--- src/rtl/rob_commit_stage.sv ---
// Reorder buffer with in-order retirement: entries are allocated at the tail and completed out of order
// by ALU writebacks. The head entry retires as a register-file commit, or as an exception that flushes the buffer.
module rob_commit_stage #(
  parameter int ROB_DEPTH = 8,
  parameter int TAG_W     = 3
) (
  input  logic             clk,
  input  logic             reset,
  input  logic             alloc_valid,
  output logic [TAG_W-1:0] tail_rob,
  output logic             rob_full,
  input  logic             wb_valid,
  input  logic [TAG_W-1:0] wb_tag,
  input  logic [15:0]      wb_data,
  input  logic [2:0]       wb_destReg,
  input  logic             wb_we,
  input  logic [1:0]       wb_ex_vector,
  input  logic [15:0]      wb_pc,
  output logic             commit_valid,
  output logic [2:0]       commit_destReg,
  output logic [15:0]      commit_data,
  output logic             commit_we,
  output logic             exception_valid,
  output logic [1:0]       exception_vector,
  output logic [15:0]      exception_pc,
  output logic             flush
);

  localparam logic [TAG_W:0] CNT_FULL = (TAG_W+1)'(ROB_DEPTH);

  logic [TAG_W-1:0]     head_q, head_d, tail_q, tail_d;
  logic [TAG_W:0]       count_q, count_d;
  logic [ROB_DEPTH-1:0] busy_q, done_q;
  logic [15:0]          data_q  [ROB_DEPTH];
  logic [15:0]          pc_q    [ROB_DEPTH];
  logic [2:0]           dest_q  [ROB_DEPTH];
  logic [1:0]           ex_q    [ROB_DEPTH];
  logic [ROB_DEPTH-1:0] we_q;

  logic head_ready, do_commit, do_flush, do_alloc;

  assign tail_rob = tail_q;
  assign rob_full = (count_q == CNT_FULL);

  always_comb begin
    head_ready = busy_q[head_q] & done_q[head_q];
    do_commit  = head_ready & (ex_q[head_q] == 2'b00);
    do_flush   = head_ready & (ex_q[head_q] != 2'b00);
    do_alloc   = alloc_valid & ~rob_full;
    head_d     = do_commit ? head_q + TAG_W'(1) : head_q;
    tail_d     = do_alloc  ? tail_q + TAG_W'(1) : tail_q;
    count_d    = count_q;
    if (do_alloc && !do_commit)      count_d = count_q + 1'b1;
    else if (!do_alloc && do_commit) count_d = count_q - 1'b1;
  end

  // Payload fields need no reset: they are only read once busy and done have been set again.
  always_ff @(posedge clk) begin
    if (wb_valid && busy_q[wb_tag]) begin
      data_q[wb_tag] <= wb_data;
      pc_q[wb_tag]   <= wb_pc;
      dest_q[wb_tag] <= wb_destReg;
      ex_q[wb_tag]   <= wb_ex_vector;
      we_q[wb_tag]   <= wb_we;
    end
  end

  always_ff @(posedge clk) begin
    if (reset) begin
      head_q           <= '0;
      tail_q           <= '0;
      count_q          <= '0;
      busy_q           <= '0;
      done_q           <= '0;
      commit_valid     <= 1'b0;
      commit_destReg   <= '0;
      commit_data      <= '0;
      commit_we        <= 1'b0;
      exception_valid  <= 1'b0;
      exception_vector <= '0;
      exception_pc     <= '0;
      flush            <= 1'b0;
    end else begin
      commit_valid     <= do_commit;
      commit_destReg   <= do_commit ? dest_q[head_q] : 3'd0;
      commit_data      <= do_commit ? data_q[head_q] : 16'd0;
      commit_we        <= do_commit & we_q[head_q];
      exception_valid  <= do_flush;
      flush            <= do_flush;
      exception_vector <= do_flush ? ex_q[head_q] : 2'b00;
      exception_pc     <= do_flush ? pc_q[head_q] : 16'd0;
      // An exception at the head wipes the buffer and discards this cycle's alloc and writeback.
      if (do_flush) begin
        head_q  <= '0;
        tail_q  <= '0;
        count_q <= '0;
        busy_q  <= '0;
        done_q  <= '0;
      end else begin
        head_q  <= head_d;
        tail_q  <= tail_d;
        count_q <= count_d;
        if (wb_valid && busy_q[wb_tag]) done_q[wb_tag] <= 1'b1;
        if (do_commit) busy_q[head_q] <= 1'b0;
        if (do_alloc) begin
          busy_q[tail_q] <= 1'b1;
          done_q[tail_q] <= 1'b0;
        end
      end
    end
  end

endmodule
--- config.mk ---
export PLATFORM = sky130hd
export DESIGN_NAME = rob_commit_stage
export DESIGN_NICKNAME = d
export VERILOG_FILES = /design/src/rtl/rob_commit_stage.sv
export SDC_FILE = /design/constraint.sdc
export NUM_CORES = 1
export LEC_CHECK = 0
export CELL_PAD_IN_SITES_DETAIL_PLACEMENT = 1
export CELL_PAD_IN_SITES_GLOBAL_PLACEMENT = 1
export CORE_UTILIZATION = 54
export CTS_CLUSTER_DIAMETER = 30
export DETAILED_ROUTE_END_ITERATION = 10
export MAX_ROUTING_LAYER = met4
export PLACE_DENSITY = 0.85
export SLEW_MARGIN = 20
export SYNTH_ARGS = -nofsm -noshare
export SYNTH_HDL_FRONTEND = slang
export SYNTH_SLANG_ARGS = --single-unit
--- constraint.sdc ---
create_clock -name clk -period 14.5 [get_ports clk]
set_input_delay 2.175 -clock clk [delete_from_list [all_inputs] [get_ports clk]]
set_output_delay 2.175 -clock clk [all_outputs]
set_load 0.01 [all_outputs]
# Word-level counts from Yosys, hierarchy flattened
# Memory sizes are Yosys's and may differ from the RTL's. A register that Yosys moved wholly into a read port is not among the register bits.
# Index checks and enable logic that the tools add are counted.
# op_classes
add_sub_neg,4
mux,29
order_cmp,6
eq_ne,1
bitwise_logic,14
n_reduce_logical,14
# op_table
op,count
two-way mux 8 bit,8
AND 8 bit,2
NOT 8 bit,2
bitwise OR 8 bit,2
binary-select mux 1 bit (select 3 bit),4
"< comparator 3 x 4 -> 1 bit, second input constant",3
demux 1 bit (select 3 bit),3
">= comparator 3 x 1 -> 1 bit, second input constant",3
two-way mux 1 bit,9
bitwise mux 8 bit,1
two-way mux 4 bit,2
"adder 3 x 1 -> 3 bit, second input constant",2
logical AND 1 bit,6
two-way mux 3 bit,2
OR reduction 2 bit,3
AND 1 bit,5
"adder 4 x 1 -> 4 bit, second input constant",1
"equality test 4 bit, second input constant",1
nonzero test 2 bit,2
"subtractor 4 x 1 -> 4 bit, second input constant",1
NOT 1 bit,3
zero test 1 bit,2
zero test 2 bit,1
# word_totals
ramBits,296
register_bits,39
in_bits,45
wordCells,82
output_inout_bits,45
memories,4
# mem_list
memory,depth,word_bits,rd,rd_clocked_by_memory_dff,write_ports,line_no,source
data_q,8,16,1,1,1,34,logic [15:0] data_q [ROB_DEPTH];
pc_q,8,16,1,1,1,35,logic [15:0] pc_q [ROB_DEPTH];
dest_q,8,3,1,1,1,36,logic [2:0] dest_q [ROB_DEPTH];
ex_q,8,2,1,1,1,37,logic [1:0] ex_q [ROB_DEPTH];

# Longest topological paths before layout
# depth
depth_word,11
depth_mapped,16
ltp_nobuf,13

# Least setup slack after synthesis
# Ideal clock, no wire load.
# synth_path
path_type,input to register
from,input port wb_tag[2]
to,"memory data_q[0][0], enable pin"
path_buffers,1
stages,6
t_arrival_ps,5801
required_time_ps,14020
setup_slack_ps,8218
setup_ps,480
cell_sequence,buf_2 mux2i_1 mux4_2 nor2b_1 nand2b_1 nor3_1
# synth_between
elab_chain_len,5
# synth_lines
item,line_no,source
start: declaration,13,"input logic [TAG_W-1:0] wb_tag,"
binary-select mux 1 bit (select 3 bit),59,if (wb_valid && busy_q[wb_tag]) begin
two-way mux 1 bit (implied by the code),59,
logical AND 1 bit,59,
two-way mux 1 bit,59,
two-way mux 1 bit (implied by the code),60,data_q[wb_tag] <= wb_data;
end: declaration,34,
# Several ways; a longest one is shown, not always the timed one. The select of a mux whose other input is x is not followed.

# Final worst setup path
# layout_path
from,input port wb_tag[2]
to,"memory pc_q[0][7], enable pin"
# layout_between
elab_chain_len,5
# layout_lines
item,line_no,source
binary-select mux 1 bit (select 3 bit),59,
two-way mux 1 bit (implied by the code),59,
logical AND 1 bit,59,
two-way mux 1 bit,59,
two-way mux 1 bit (implied by the code),61,pc_q[wb_tag] <= wb_pc;
end: declaration,35,
# Several ways; a longest one is shown, not always the timed one. The select of a mux whose other input is x is not followed.

==> impl_metrics.csv <==
group,metric,value,unit
synth,yosysSeqAreaShare,79.2,%
global_routing,grt_start_max_net_pins,39,
global_routing,grt_pass1_vias,9128,
synth,syn_inst,763,
sta,fin_crit_sh,33.1,%
floorplanning,initial_core_util,54.9,%
layout,stdcell_count,1276,
place,place_ws,9.38,ns
synth,synth_xor_area_share,0.330,%
synth,ys_types,50,
critical_path,ff2ff_setup_slack,10.09,ns
synth,ys.flop_type,"edfxtp_1",
sta,setup_tns,0,ns
place,io_buffers,89,
critical_path,cp_num_buf_inv,2,
detailed_routing,drtIter0Drc,1172,
layout,final_nets,947,
synth,ys_seq_elements,373,
synth,synth.top_cell.area_share,68.8,%
clocking,ctsHoldBuffers,0,
place,post-dp-hpwl,19200,um
synth,synth_mux_area_share,1.99,%
sta,rsz0062_at_grt,"false",
job,drv_cap,0,
synth,yosys.area_share.simple,3.53,%
sta,slew_headroom,23.6,%
critical_path,startpoint_type,"input port",
clocking,cts_buffers,68,
synth,synthTopCellsByArea,"edfxtp_1 69%, dfxtp_1 10%, a22oi_1 4.0%",
worst_hold_path,hold_path_startpoint,"done_q[0]",
sta,setup-violations-final,0,
pwr,powerDensity,169,mW/mm^2
global_routing,antenna_found_initial,2,
clocking,cts_root_buf,"clkbuf_16",
critical_path,worstSetupPathType,"in -> reg",
synth,synth_top_family_by_area,"compound AO/OA/AOI/OAI gates",
outcome,status,"complete, no violations",
clocking,clock-sinks,373,
global_routing,grtUsageTotal,32.7,%
floorplanning,dieArea,0.0252,mm^2
global_routing,grt_pass1_wl,57900,um
sta,hold_viol,0,
layout,drive_above_1_share,16.1,%
floorplanning,fp.dieW,159,um
floorplanning,core,0.0242,mm^2
detailed_routing,wl,42400,um
critical_path,path_cells,"clkdlybuf4s50_1 -> mux2i_1 -> mux4_2 -> nor2b_1 -> nand2b_1 -> nor3_2 -> buf_4",
synth,yosysWarnings,0,
synth,yosysMostFrequentCell,"edfxtp_1",
worst_hold_path,min_to,"done_q[0]",
critical_path,path_delay_family,"buffers and inverters",
synth,synthAdderAreaFrac,0.622,%
worst_hold_path,min_delay_path_depth,2,
clocking,post-cts-setup-buffer-count,0,
clocking,clk_pin_slew_worst_paths,0.05,ns
detailed_routing,vias_per_cell,6.64,
place,dp.cells,1147,
clocking,cts_resized,0,
clocking,cts_buffer_depth,3,
global_routing,overflow,0,
clocking,clk_latency,0.57,ns
sta,worst_pin_slew,1.15,ns
sta,finalHoldWorstSlack,0.531,ns
synth,synthesis.area,0.0133,mm^2
detailed_routing,antenna_left,0,
place,gp_congestion,0.838,
floorplanning,placementRows,57,
critical_path,crit-reg2reg-launch,"head_q[1]",
critical_path,critPathMaxFanout,38,
clocking,cts.htree.levels,3,
sta,finalMaxSlewViolations,0,
sta,setup_slack,9.71,ns
detailed_routing,vias,8469,
synth,synth_compound_area_share,12.4,%
floorplanning,pin_count,90,
detailed_routing,wl_per_cell,33.3,um
detailed_routing,drc,0,
critical_path,max_stage_delay,0.75,ns
critical_path,slowest_stage,"clkdlybuf4s50_1",
synth,syn_avg_cell_area,17.4,um^2
critical_path,crit_required,14.67,ns
synth,synth_edf_count,304,
sta,period_minus_slack,4.79,ns
detailed_routing,first_pass_iters,5,
sta,fmax,0.209,GHz
sta,clock_skew,0.0286,ns
synth,yosysTopAreaCell,"edfxtp_1",
clocking,cts_tree,"yes",
critical_path,cp.arrival,4.97,ns
floorplanning,die_h,159,um
synth,postSynth.asyncResetShare,0,%
critical_path,endpoint_kind,"flop",
worst_hold_path,min_path_type,"reg -> reg",
critical_path,timing.rr.end,"count_q[3]",
critical_path,reg2reg_depth,13,
pwr,irDropWorstVdd,121,uV
pwr,power.leakage,5.51,nW
synth,syn_nets,814,
synth,synth_common_cells,"304 x edfxtp_1, 70 x a22oi_1, 69 x dfxtp_1",
layout,area_delta_synth_final,27.5,%
==> stage by stage <==
| stage | power (mW) | utilization, % | area [um^2] |
|---|---|---|---|
| 2_1_floorplan | 1.23 | - | 13300 |
| 3_3_place_gp | 1.26 | 60.2 | 14600 |
| 3_5_place_dp | 1.26 | 60.2 | 14600 |
| 4_1_cts | 2.83 | 69.6 | 16800 |
| 5_1_grt | 2.91 | 70.0 | 16900 |
| 6_report | 2.86 | 70.0 | 16900 |
==> where the power goes <==
group	switching, mW	internal, mW
combinational	0.0457	0.0300
sequential	0.00946	1.17
clock	0.585	1.02
total	0.640	2.22
==> routing by layer <==
layer | vias up | GRT usage (%) | routed length [um]
met3 | 126 | 6.22 | 3180
met1 | 4366 | 39.0 | 15900
li1 | 3417 | - | -
met2 | 560 | 54.1 | 21700
met5 | - | - | 0
met4 | 0 | 15.0 | 1640
==> worst reg2reg max path: cells and delay by family (launching register included) <==
family / cells / cell delay, ns
AND/OR/NAND/NOR: 5 / 1.53
AO/OA/AOI/OAI: 3 / 0.59
adder cells (fa/ha/maj): 2 / 0.52
flip-flops: 1 / 1.02
multiplexers: 1 / 0.48
buffers and inverters: 1 / 0.10
XOR/XNOR: 1 / 0.10
==> cell families after synthesis <==
logic type,count (synthesis)
XOR/XNOR,5
AO/OA/AOI/OAI,219
flip-flops,373
buffers and inverters,57
adder cells (fa/ha/maj),6
AND/OR/NAND/NOR,86
multiplexers,17
==> worst max-delay path by stage <==
stage / slack (ns) / to / startpoint / depth (start not counted)
final: 9.71 / pc_q[0][7] / wb_tag[2] / 7
after global routing: 9.73 / pc_q[4][15] / wb_tag[2] / 7
after CTS: 9.84 / data_q[4][15] / wb_tag[2] / 7
after detailed placement: 9.38 / pc_q[4][4] / wb_tag[2] / 7
after global placement: 9.55 / pc_q[4][4] / wb_tag[1] / 6
after floorplan: 8.22 / data_q[0][0] / wb_tag[2] / 6
==> cells in the final DEF, fill, tap and decap left out, types with 6 or more instances in the layout <==
cell type,n
a31oi_1,37
nor2b_1,8
nand2b_1,7
buf_4,13
a22o_1,35
inv_6,7
edfxtp_1,304
inv_1,15
clkbuf_1,8
a22oi_1,70
clkinv_1,8
nor2_4,11
clkinv_2,9
nor2_1,13
nor3_1,7
clkinv_4,6
mux4_2,6
bufinv_16,7
clkdlybuf4s50_1,89
dfxtp_1,69
nand2_1,10
a221oi_1,36
a21oi_1,20
clkbuf_16,69
mux2i_1,8
o31ai_1,6
==> final cells by class <==
| cell class | count | area, um^2 |
|---|---|---|
| well taps | 324 | 405 |
| inverters | 15 | 56.3 |
| fillers | 1951 | 7260 |
| flip-flops and latches | 373 | 10500 |
| diodes | 2 | 5.00 |
| clock buffers | 80 | 1800 |
| repair buffers | 105 | 1070 |
| clock inverters | 44 | 469 |
| multi-input cells | 333 | 2610 |
==> sequential cells by signal, summed over array words and instances (netlist names), 3 cells and up, named ones only <==
signal          count
busy_q              8
commit_data        16
commit_destReg      3
count_q             4
data_q            128
dest_q             24
done_q              8
ex_q               16
exception_pc       16
head_q              3
pc_q              128
tail_rob            3
we_q                8
Note: power is estimated with default switching activity, not from simulation.
